File: config.mk
export PLATFORM = sky130hd
export DESIGN_NAME = nbus_arbiter
export DESIGN_NICKNAME = d
export VERILOG_FILES = /design/src/rtl/arb_pkg.sv /design/src/rtl/rr_next_pick.sv /design/src/rtl/nbus_arbiter.sv
export SDC_FILE = /design/constraint.sdc
export NUM_CORES = 1
export LEC_CHECK = 0
export CORE_AREA = 2 2 295 297
export DETAILED_ROUTE_END_ITERATION = 8
export DIE_AREA = 0 0 297 299
export GPL_TIMING_DRIVEN = 0
export MAX_ROUTING_LAYER = met4
export PLACE_DENSITY_LB_ADDON = 0.05
export SLEW_MARGIN = 20
export SYNTH_ARGS = -nofsm -noshare
export SYNTH_HDL_FRONTEND = slang
export SYNTH_SLANG_ARGS = --single-unit
File: constraint.sdc
create_clock -name CLK -period 2 [get_ports CLK]
set_input_delay 0.4 -clock CLK [delete_from_list [all_inputs] [get_ports CLK]]
set_output_delay 0.4 -clock CLK [all_outputs]
set_load 0.02 [all_outputs]
File: src/rtl/arb_pkg.sv
// Shared definitions for the round-robin system-bus arbiter: FSM state encoding and
// the grant-index width helper (at least one bit, even for a single core).
package arb_pkg;

   typedef enum logic [1:0] {
      ST_RUN    = 2'd0,
      ST_HOLD   = 2'd1,
      ST_SWITCH = 2'd2,
      ST_SETTLE = 2'd3
   } arb_state_e;

   function automatic int gw(input int n);
      return (n <= 1) ? 1 : $clog2(n);
   endfunction

endpackage

File: src/rtl/rr_next_pick.sv
// Combinational successor pick: rotate from grant, first candidate wins; zero latency, no flow control.
// ARB_SKIP_IDLE_EN: candidates must have core_req set, else plain (grant+1) mod NCORES.
module rr_next_pick #(
   parameter int NCORES = 2,
   parameter int GW     = 1
) (
   input  logic [GW-1:0]     grant,
   input  logic [NCORES-1:0] core_req,
   output logic [GW-1:0]     next
);

`ifdef ARB_SKIP_IDLE_EN
   int   idx;
   logic found;

   // Falls back to the current owner when nobody else is asking, so no switch happens.
   always_comb begin
      next  = grant;
      idx   = 0;
      found = 1'b0;
      for (int k = 1; k < NCORES; k++) begin
         idx = (int'(grant) + k) % NCORES;
         if (!found && core_req[idx]) begin
            next  = GW'(idx);
            found = 1'b1;
         end
      end
   end
`else
   logic unused_core_req;
   assign unused_core_req = ^core_req;

   // True modulo so non-power-of-two counts wrap correctly; NCORES==1 yields grant.
   always_comb begin
      next = GW'((int'(grant) + 1) % NCORES);
   end
`endif

endmodule

File: src/rtl/nbus_arbiter.sv
// Time-sliced round-robin owner of the shared system bus; grant switches only at owner's idle point.
// Output mux/demux is combinational on grant; non-owners are always held busy. Option: ARB_SKIP_IDLE_EN.
module nbus_arbiter
   import arb_pkg::*;
#(
   parameter  int NCORES    = 2,
   parameter  int MW        = 150,
   parameter  int SW        = 98,
   parameter  int SLICE_MIN = 1,
   localparam int GW        = gw(NCORES)
) (
   input  logic                 CLK,
   input  logic                 RST_X,
   input  logic                 init_done,
   input  logic                 sys_busy,
   input  logic [NCORES-1:0]    core_idle,
   input  logic [NCORES-1:0]    core_req,
   input  logic [NCORES*MW-1:0] m_bundle,
   input  logic [SW-1:0]        s_resp,
   output logic [MW-1:0]        bus_bundle,
   output logic [NCORES*SW-1:0] core_resp,
   output logic [NCORES-1:0]    core_busy,
   output logic [GW-1:0]        grant
);

   arb_state_e    state_q, state_d;
   logic [GW-1:0] grant_q, grant_d;
   logic [7:0]    cnt_q, cnt_d;
   logic [GW-1:0] next;

   rr_next_pick #(
      .NCORES (NCORES),
      .GW     (GW)
   ) u_pick (
      .grant    (grant_q),
      .core_req (core_req),
      .next     (next)
   );

   always_ff @(posedge CLK or negedge RST_X) begin
      if (!RST_X) begin
         state_q <= ST_RUN;
         grant_q <= '0;
         cnt_q   <= '0;
      end else begin
         state_q <= state_d;
         grant_q <= grant_d;
         cnt_q   <= cnt_d;
      end
   end

   // Everything freezes while init_done is low, including a half-finished switch.
   always_comb begin
      state_d = state_q;
      grant_d = grant_q;
      cnt_d   = cnt_q;
      if (init_done) begin
         case (state_q)
            ST_RUN: begin
               if (core_idle[grant_q] && (next != grant_q)) state_d = ST_HOLD;
            end
            ST_HOLD: begin
               grant_d = next;
               state_d = ST_SWITCH;
            end
            ST_SWITCH: begin
               cnt_d   = '0;
               state_d = ST_SETTLE;
            end
            default: begin
               if (cnt_q < 8'(SLICE_MIN)) cnt_d = cnt_q + 8'd1;
               else                        state_d = ST_RUN;
            end
         endcase
      end
   end

   always_comb begin
      bus_bundle = m_bundle[int'(grant_q)*MW +: MW];
      core_resp  = '0;
      core_resp[int'(grant_q)*SW +: SW] = s_resp;
      core_busy  = '1;
      core_busy[grant_q] = ((state_q == ST_RUN) || (state_q == ST_SETTLE)) ? sys_busy : 1'b1;
   end

   assign grant = grant_q;

endmodule

Word-level counts from Yosys, hierarchy flattened --
Index checks and enable logic that the tools add are counted. Widths: inputs -> output; s select.
Word-level totals: register bits 11, input bits 406, output and inout bits 349, logic and storage cells 43
Operators by class: add/sub/neg operators 3, $mul 2, magnitude comparators 3, equality and inequality tests 6, shift operators 3, multiplexer cells 10, bitwise logic cells 4, reductions and logical operators 9
Operators with widths (number):
- $shiftx 300x10->150 | 1
- $and 196x196->196 | 1
- $shift 98x33->196 const A | 1
- $shiftx 98x33->196 | 1
- $neg 8->33 | 1
- $pmux 8 s2 | 1
- $add 8x1->8 const B | 1
- $lt 8x1->1 const B | 1
- $mul 1x7->8 const B | 1
- $mux 8 | 1
- $mul 1x6->7 const B | 1
- $pmux 2 s3 | 1
- $reduce_and 3->1 | 2
- $eq 2x2->1 const B | 2
- $mux 1 | 4
- $mux 2 | 2
- $ne 4x1->1 const B | 1
- $eq 2x1->1 const B | 1
- $logic_and 1x1->1 | 2
- $logic_not 2->1 | 1
- $lt 1x2->1 const B | 1
- $ne 2x2->1 const B | 1
- $not 2->2 | 1
- $or 2x2->2 | 1
- 9 further kinds | 9

Depth between registers and ports, before layout --
depth after elaboration 6, gate-level depth with buffers 6, depth with buffers taken out 6

Modules after synthesis --
A second synthesis with hierarchy kept.
Second synthesis, totals: cell total of the unflattened synthesis 443, area, all modules 3712.3 um^2
Modules (own cells, without submodules):
- nbus_arbiter | instances 1, cells an instance 442, area each 3708.6 um^2, sequential area each 275.3 um^2
- rr_next_pick | instances 1, cells an instance 1, area each 3.8 um^2, sequential area each 0.0 um^2

Worst setup path after synthesis --
No wires, ideal clock.
kind reg2out, start register grant_q, in the netlist grant, end output bus_bundle[113], arrival 1.406 ns, setup slack 0.194 ns, cell stages (with the launch flop) 5, buffers on the path 3, path through dfrtp_1 > buf_2 > buf_2 > buf_4 > mux2_1
On the way: cells in the longest elaborated chain, start to end 2
RTL lines:
- from (decl) | RTL line nbus_arbiter.sv:27 | logic [GW-1:0] grant_q, grant_d;
- from (signal assigned) | RTL line nbus_arbiter.sv:47 | grant_q <= grant_d;
- $mul 1x7->8 | RTL line nbus_arbiter.sv:79 | bus_bundle = m_bundle[int'(grant_q)*MW +: MW];
- $shiftx 300x10->150 | RTL line nbus_arbiter.sv:79
- to (decl) | RTL line nbus_arbiter.sv:20 | output logic [MW-1:0] bus_bundle,
No other way between the ends.

Final worst setup path --
start register grant_q, in the netlist grant, end output bus_bundle[24]
Same word-level chain as after synthesis.

==> qor.yml <==
irDropWorstVdd_uv: 379
start_util_pct: 4.29
worstSetupPathType: "flop to primary output"
grt_first_pass_wirelength_um: 62200
io_buffers: 752
first_pass_iters: 4
clockBufferDepth: 2
finalWirelength_um: 49100
yosys_register_bits: 11
cpMostUsedCell: "buf_12"
antenna_found_initial: 6
skew_ns: 0.000729
grt-ovfl-total: 0
fin_tns_setup_ns: -6.78
slowest_stage: "dfrtp_2"
crit_family: "buffers and inverters"
vias: 6300
dpl-instance-area_mm2: 0.0127
slew_headroom_pct: 61.7
synth_edf_count: 0
setup_viol: 106
dr_wl_met3_um: 2660
fp.dieW_um: 297
drive_gt1_share_pct: 47.2
insertion_delay_ns: 0.24
status: "finished with violations"
ys.flop_type: "dfrtp_1"
post-route-period-util_pct: 108
violations: "negative setup slack"
rows: 108
maxCapViolCount: 0
die_y_um: 299
dieArea_mm2: 0.0888
cts_sinks: 11
ant_nets: 0
hold_buffers: 0
ios: 755
grt_start_max_net_pins: 12
worstSetupStartpointType: "flop"
syn-num-nets: 849
cts_root_buf: "clkbuf_16"
coreArea_mm2: 0.0859
critPathMaxFanout: 9
arrival_ns: 1.76
wl_per_cell_um: 20.5
tightest_slew_ns: 0.573
wl_met2_um: 28600
tritoncts: "yes"
path_clk_slew_ns: 0.04
fmaxAchievable_ghz: 0.464
ys_seq_area_share_pct: 7.46
top_layer_used: "met4"
syn_inst: 438
min_period_ns: 2.16
cp_cell_sequence: "buf_12 > clkbuf_16 > buf_12 > buf_4 > mux2_2 > buf_2"
worstPathRequired_ns: 1.60
vias_per_cell: 2.63
dp_cells: 2345
numCtsBuffers: 3
final_util_pct: 14.6
slew_violations: 0
globalplace.congestion: 0.808
drt_iter0_markers: 148
p_leak_nw: 5.36
power.density_mw_per_mm2: 1140
postSynthAreaPerCell_um2: 8.42
htreeDepth: 1
grt_use_total_pct: 10.4
final_hold_viol_count: 0
synth_area_mm2: 0.00369
netlist-cell-type-count: 29
critPathMaxStageDelay_ns: 0.42
yosysWarnings: 0
nets: 1644
end_kind: "primary output"
drt-met1-wl_um: 17900
hold_path_class: "flop to flop"
path_buf_inv: 5
worst_slack_ns: -0.157
holdWs_ns: 0.502
async_flop_share_pct: 100
dp_slack_ns: -0.835
rsz0062_at_grt: "true"
stdcell_count: 2393
dp_hpwl_um: 43800
final_area_mm2: 0.0126
syn_to_final_growth_pct: 241
grt_pass1_vias: 6495
drcViolationCount: 0
power_mw: 14.4
report_power, final:
group / internal (mW) / leakage (nW) / switching (mW)
Combinational: 6.36 / 5.18 / 7.31
Clock: 0.265 / 0.0409 / 0.103
Sequential: 0.285 / 0.142 / 0.0465
Total: 6.91 / 5.36 / 7.46
routing by layer:
metal	vias to the layer above	track usage, %
li1	3061	-
met1	2959	10.4
met2	278	21.3
met3	2	2.36
met4	0	0.168
met5	-	-
layout make-up:
class | instances | area [µm²]
antenna | 6 | 15.0
buffer | 38 | 563
clock buffer | 3 | 75.1
clock inverter | 1 | 5.00
fill | 9911 | 73400
inverter | 5 | 18.8
multi-input combinational | 383 | 3340
sequential | 11 | 277
tap | 1155 | 1450
timing repair buffer | 791 | 6840
kinds of logic (layout without fill, tap and decap cells):
logic type	Yosys count	after routing	synth area share (%)
and+or+nand+nor	215	215	36.5
muxes	152	152	46.4
buffers and inverters	44	838	5.97
DFF	11	11	7.46
AOI/OAI and AO/OA	10	10	1.80
adders and majority gates	5	5	1.70
xor gates and xnor gates	1	1	0.237
other	0	6	0
final timing paths:
kind | start | to | slack (ns) | cells past startpoint
worst max-delay path | grant | bus_bundle[24] | -0.16 | 6
worst min-delay path | cnt_q[4] | cnt_q[4] | 0.50 | 1
worst max register to register | grant | state_q[0] | 0.43 | 7
worst min register to register | cnt_q[4] | cnt_q[4] | 0.50 | 1
max in group asynchronous | RST_X | grant | 1.06 | 1
min in group asynchronous | RST_X | cnt_q[5] | 0.53 | 1
sequential cells by signal, summed over array words and instances (netlist names):
| name | count |
|---|---|
| state_q | 2 |
| grant | 1 |
| cnt_q | 8 |
placed cells by master (no fill, tap or decap), types with 2 or more instances in the layout:
cell,count
clkdlybuf4s50_1,404
clkbuf_2,138
mux2_2,113
nor2b_1,97
buf_2,96
and2_1,95
buf_4,59
buf_6,54
mux2_4,31
clkdlybuf4s15_2,27
buf_12,18
clkbuf_16,10
dfrtp_1,10
clkbuf_4,9
dlymetal6s2s_1,8
mux2_1,7
diode_2,6
nor2b_2,4
nand2_1,4
ha_1,4
buf_8,3
inv_1,3
and2_4,3
clkbuf_8,3
nor2_1,3
inv_2,2
and2_2,2
nor2b_4,2
a21oi_1,2
a31oi_1,2
cell usage after synthesis (all sizes together) (2+ instances only):
cell	count	share of area (%)
mux2	151	46
nor2b	103	18
and2	100	17
buf	20	3.5
clkbuf	19	1.9
dfrtp	11	7.5
ha	5	1.7
inv	5	0.51
nand2	4	0.41
nor2	3	0.31
a21oi	2	0.27
a31oi	2	0.34
nor3b	2	0.54
o21ai	2	0.27
repair_timing:
action / 4_1_cts / 5_1_grt
endpoints found under the setup margin: 348 / 336
hold endpoints to repair: 0 / 0
setup buffers: 0 / 32
resized for setup: 712 / 866
cloned: 0 / 7
No activity file was read; power rests on OpenSTA's default activity.
==> edit, RTL diff (config.mk and constraints unchanged) <==
The parameter `SW` goes from 98 to 49.
--- a/src/rtl/nbus_arbiter.sv
+++ b/src/rtl/nbus_arbiter.sv
@@ -5,7 +5,7 @@
 #(
    parameter  int NCORES    = 2,
    parameter  int MW        = 150,
-   parameter  int SW        = 98,
+   parameter  int SW        = 49,
    parameter  int SLICE_MIN = 1,
    localparam int GW        = gw(NCORES)
 ) (
Ports: changed (resized core_resp and s_resp); port bits go from 755 to 608. The function was not compared with the original's and may differ.
==> edit against the unedited design <==
  * Wire length fell by 17%
  * Via count decreased by 18%
  * Total power decreased by 15%
  * Cell area is 11% lower
  * First-iteration DRC count fell by 14%
  * Sequential cell count did not move
  * The run still ends with negative setup slack left
  * Setup slack worse by 6.3 ps
  * Synthesized area fell by 18%
==> edit: results (changes against the unedited design) <==
metric,value,unit,change
status,finished with violations,,
failing checks,negative setup slack,,
r2r setup slk,50,ps,-380 ps
Cell Count Post-Placement,2095,,-11%
"Most flops, register",cnt_q,,
post-DR wirelength/cell,19.0,um,-7.6%
Max Clock Skew,3.89,ps,+3.16 ps
Setup-failing EPs final,134,,+26%
share of layout cells above drive strength 1,48.3,%,+1.2 points
fraction of the mapped netlist area in adder cells,2.06,%,+0.37 points
register area share after synthesis,9.08,%,+1.6 points
fin worst setup slack,-164,ps,-6.31 ps
GRT Resource Usage Total,8.82,%,-1.6 points
first-pass GRT wire length,52200,um,-16%
Slew HR,62.1,%,+0.41 points
CP max FO,4,,-5
post-synthesis xor/xnor area fraction,0.289,%,+0.052 points
syn nets,697,,-18%
Final nets,1342,,-18%
Port Buffers,605,,-20%
Via density,2.42,,-8.1%
Placement Cell Area,0.0105,mm^2,-17%
Detailed Route Iter0 Violations,127,,-14%
Worst IR Drop VDD,0.425,mV,+12%
post-synthesis compound-gate area fraction,1.36,%,-0.44 points
placed wire-length estimate,36100,um,-18%
FILL cells,9938,,+0.27%
cell with the most instances after synthesis,mux2_2,,
total leakage power,4.55,nW,-15%
number of global-route vias before repair,5526,,-15%
syn avg cell area,9.05,um^2,+7.4%
Area contributors post-synth,"mux2_2 (56%), and2_1 (11%), nor2b_1 (10%)",,
synth unique cells,27,,-6.9%
"top cells by count, synth","mux2_2 (150), and2_1 (53), nor2b_1 (50)",,
Post-synth ARST share,100,%,unchanged
Largest register FFs,8,,unchanged
vias,5180,,-18%
initial antenna violation count,9,,+3
Placement Setup Slack,-1390,ps,-552 ps
crit path DAT,1760,ps,about the same
mux cell area share after synthesis,56.7,%,+10 points
gpl congestion,0.789,,-2.4%
edit: kinds of logic (layout without fill, tap and decap cells):
kind of cell | after synthesis | in the layout
AO/OA/AOI/OAI | 6 | 6
other | 0 | 7
XOR/XNOR | 1 | 1
AND/OR/NAND/NOR | 125 | 125
buffers and inverters | 34 | 678
flip-flops | 11 | 11
adder cells (fa/ha/maj) | 5 | 5
multiplexers | 153 | 153
edit: power by group:
| group | switching [mW] | total (mW) | leakage, nW | internal [mW] |
|---|---|---|---|---|
| logic | 5.56 | 11.5 | 4.37 | 5.92 |
| clock network | 0.108 | 0.376 | 0.0382 | 0.269 |
| registers | 0.0638 | 0.347 | 0.143 | 0.283 |
edit: area by class of cell:
cell class / instances / area share (%)
inverter: 4 / 0.134
multi-input combinational: 290 / 25.5
clock buffer: 4 / 0.706
buffer: 29 / 4.38
antenna: 7 / 0.157
timing repair buffer: 641 / 53.7
tap: 1155 / 12.9
sequential: 11 / 2.48
edit: final timing paths:
path / startpoint / endpoint / cells past startpoint
worst max-delay path: grant / bus_bundle[115] / 7
worst min-delay path: cnt_q[4] / cnt_q[4] / 1
worst max register to register: cnt_q[0] / cnt_q[0] / 5
worst min register to register: cnt_q[4] / cnt_q[4] / 1
max in group asynchronous: RST_X / grant / 1
min in group asynchronous: RST_X / cnt_q[5] / 1
edit: metrics by stage:
stage	utilization [%]	hold slack [ps]	power, mW	setup TNS, ps
after floorplan	-	104	5.21	0
final	13.0	484	12.2	-11730
after CTS	12.3	487	11.6	-18600
after global routing	13.0	503	13.0	-20710
after global placement	12.3	481	10.6	-374500
after detailed placement	12.3	472	10.4	-269340
edit: per-layer routing:
| metal | vias to the layer above | track usage [%] | wire (um) |
|---|---|---|---|
| met5 | - | - | 0 |
| met3 | 12 | 2.76 | 2750 |
| li1 | 2472 | - | - |
| met1 | 2399 | 8.51 | 14400 |
| met4 | 0 | 0.734 | 136 |
| met2 | 297 | 17.6 | 23300 |
edit: what timing repair did:
item / CTS / global route
pin swaps: 1 / 1
endpoints found under the setup margin: 253 / 190
gates cloned: 5 / 3
hold endpoints to repair: 0 / 0
setup buffers: 22 / 6
gates resized for setup: 1261 / 201
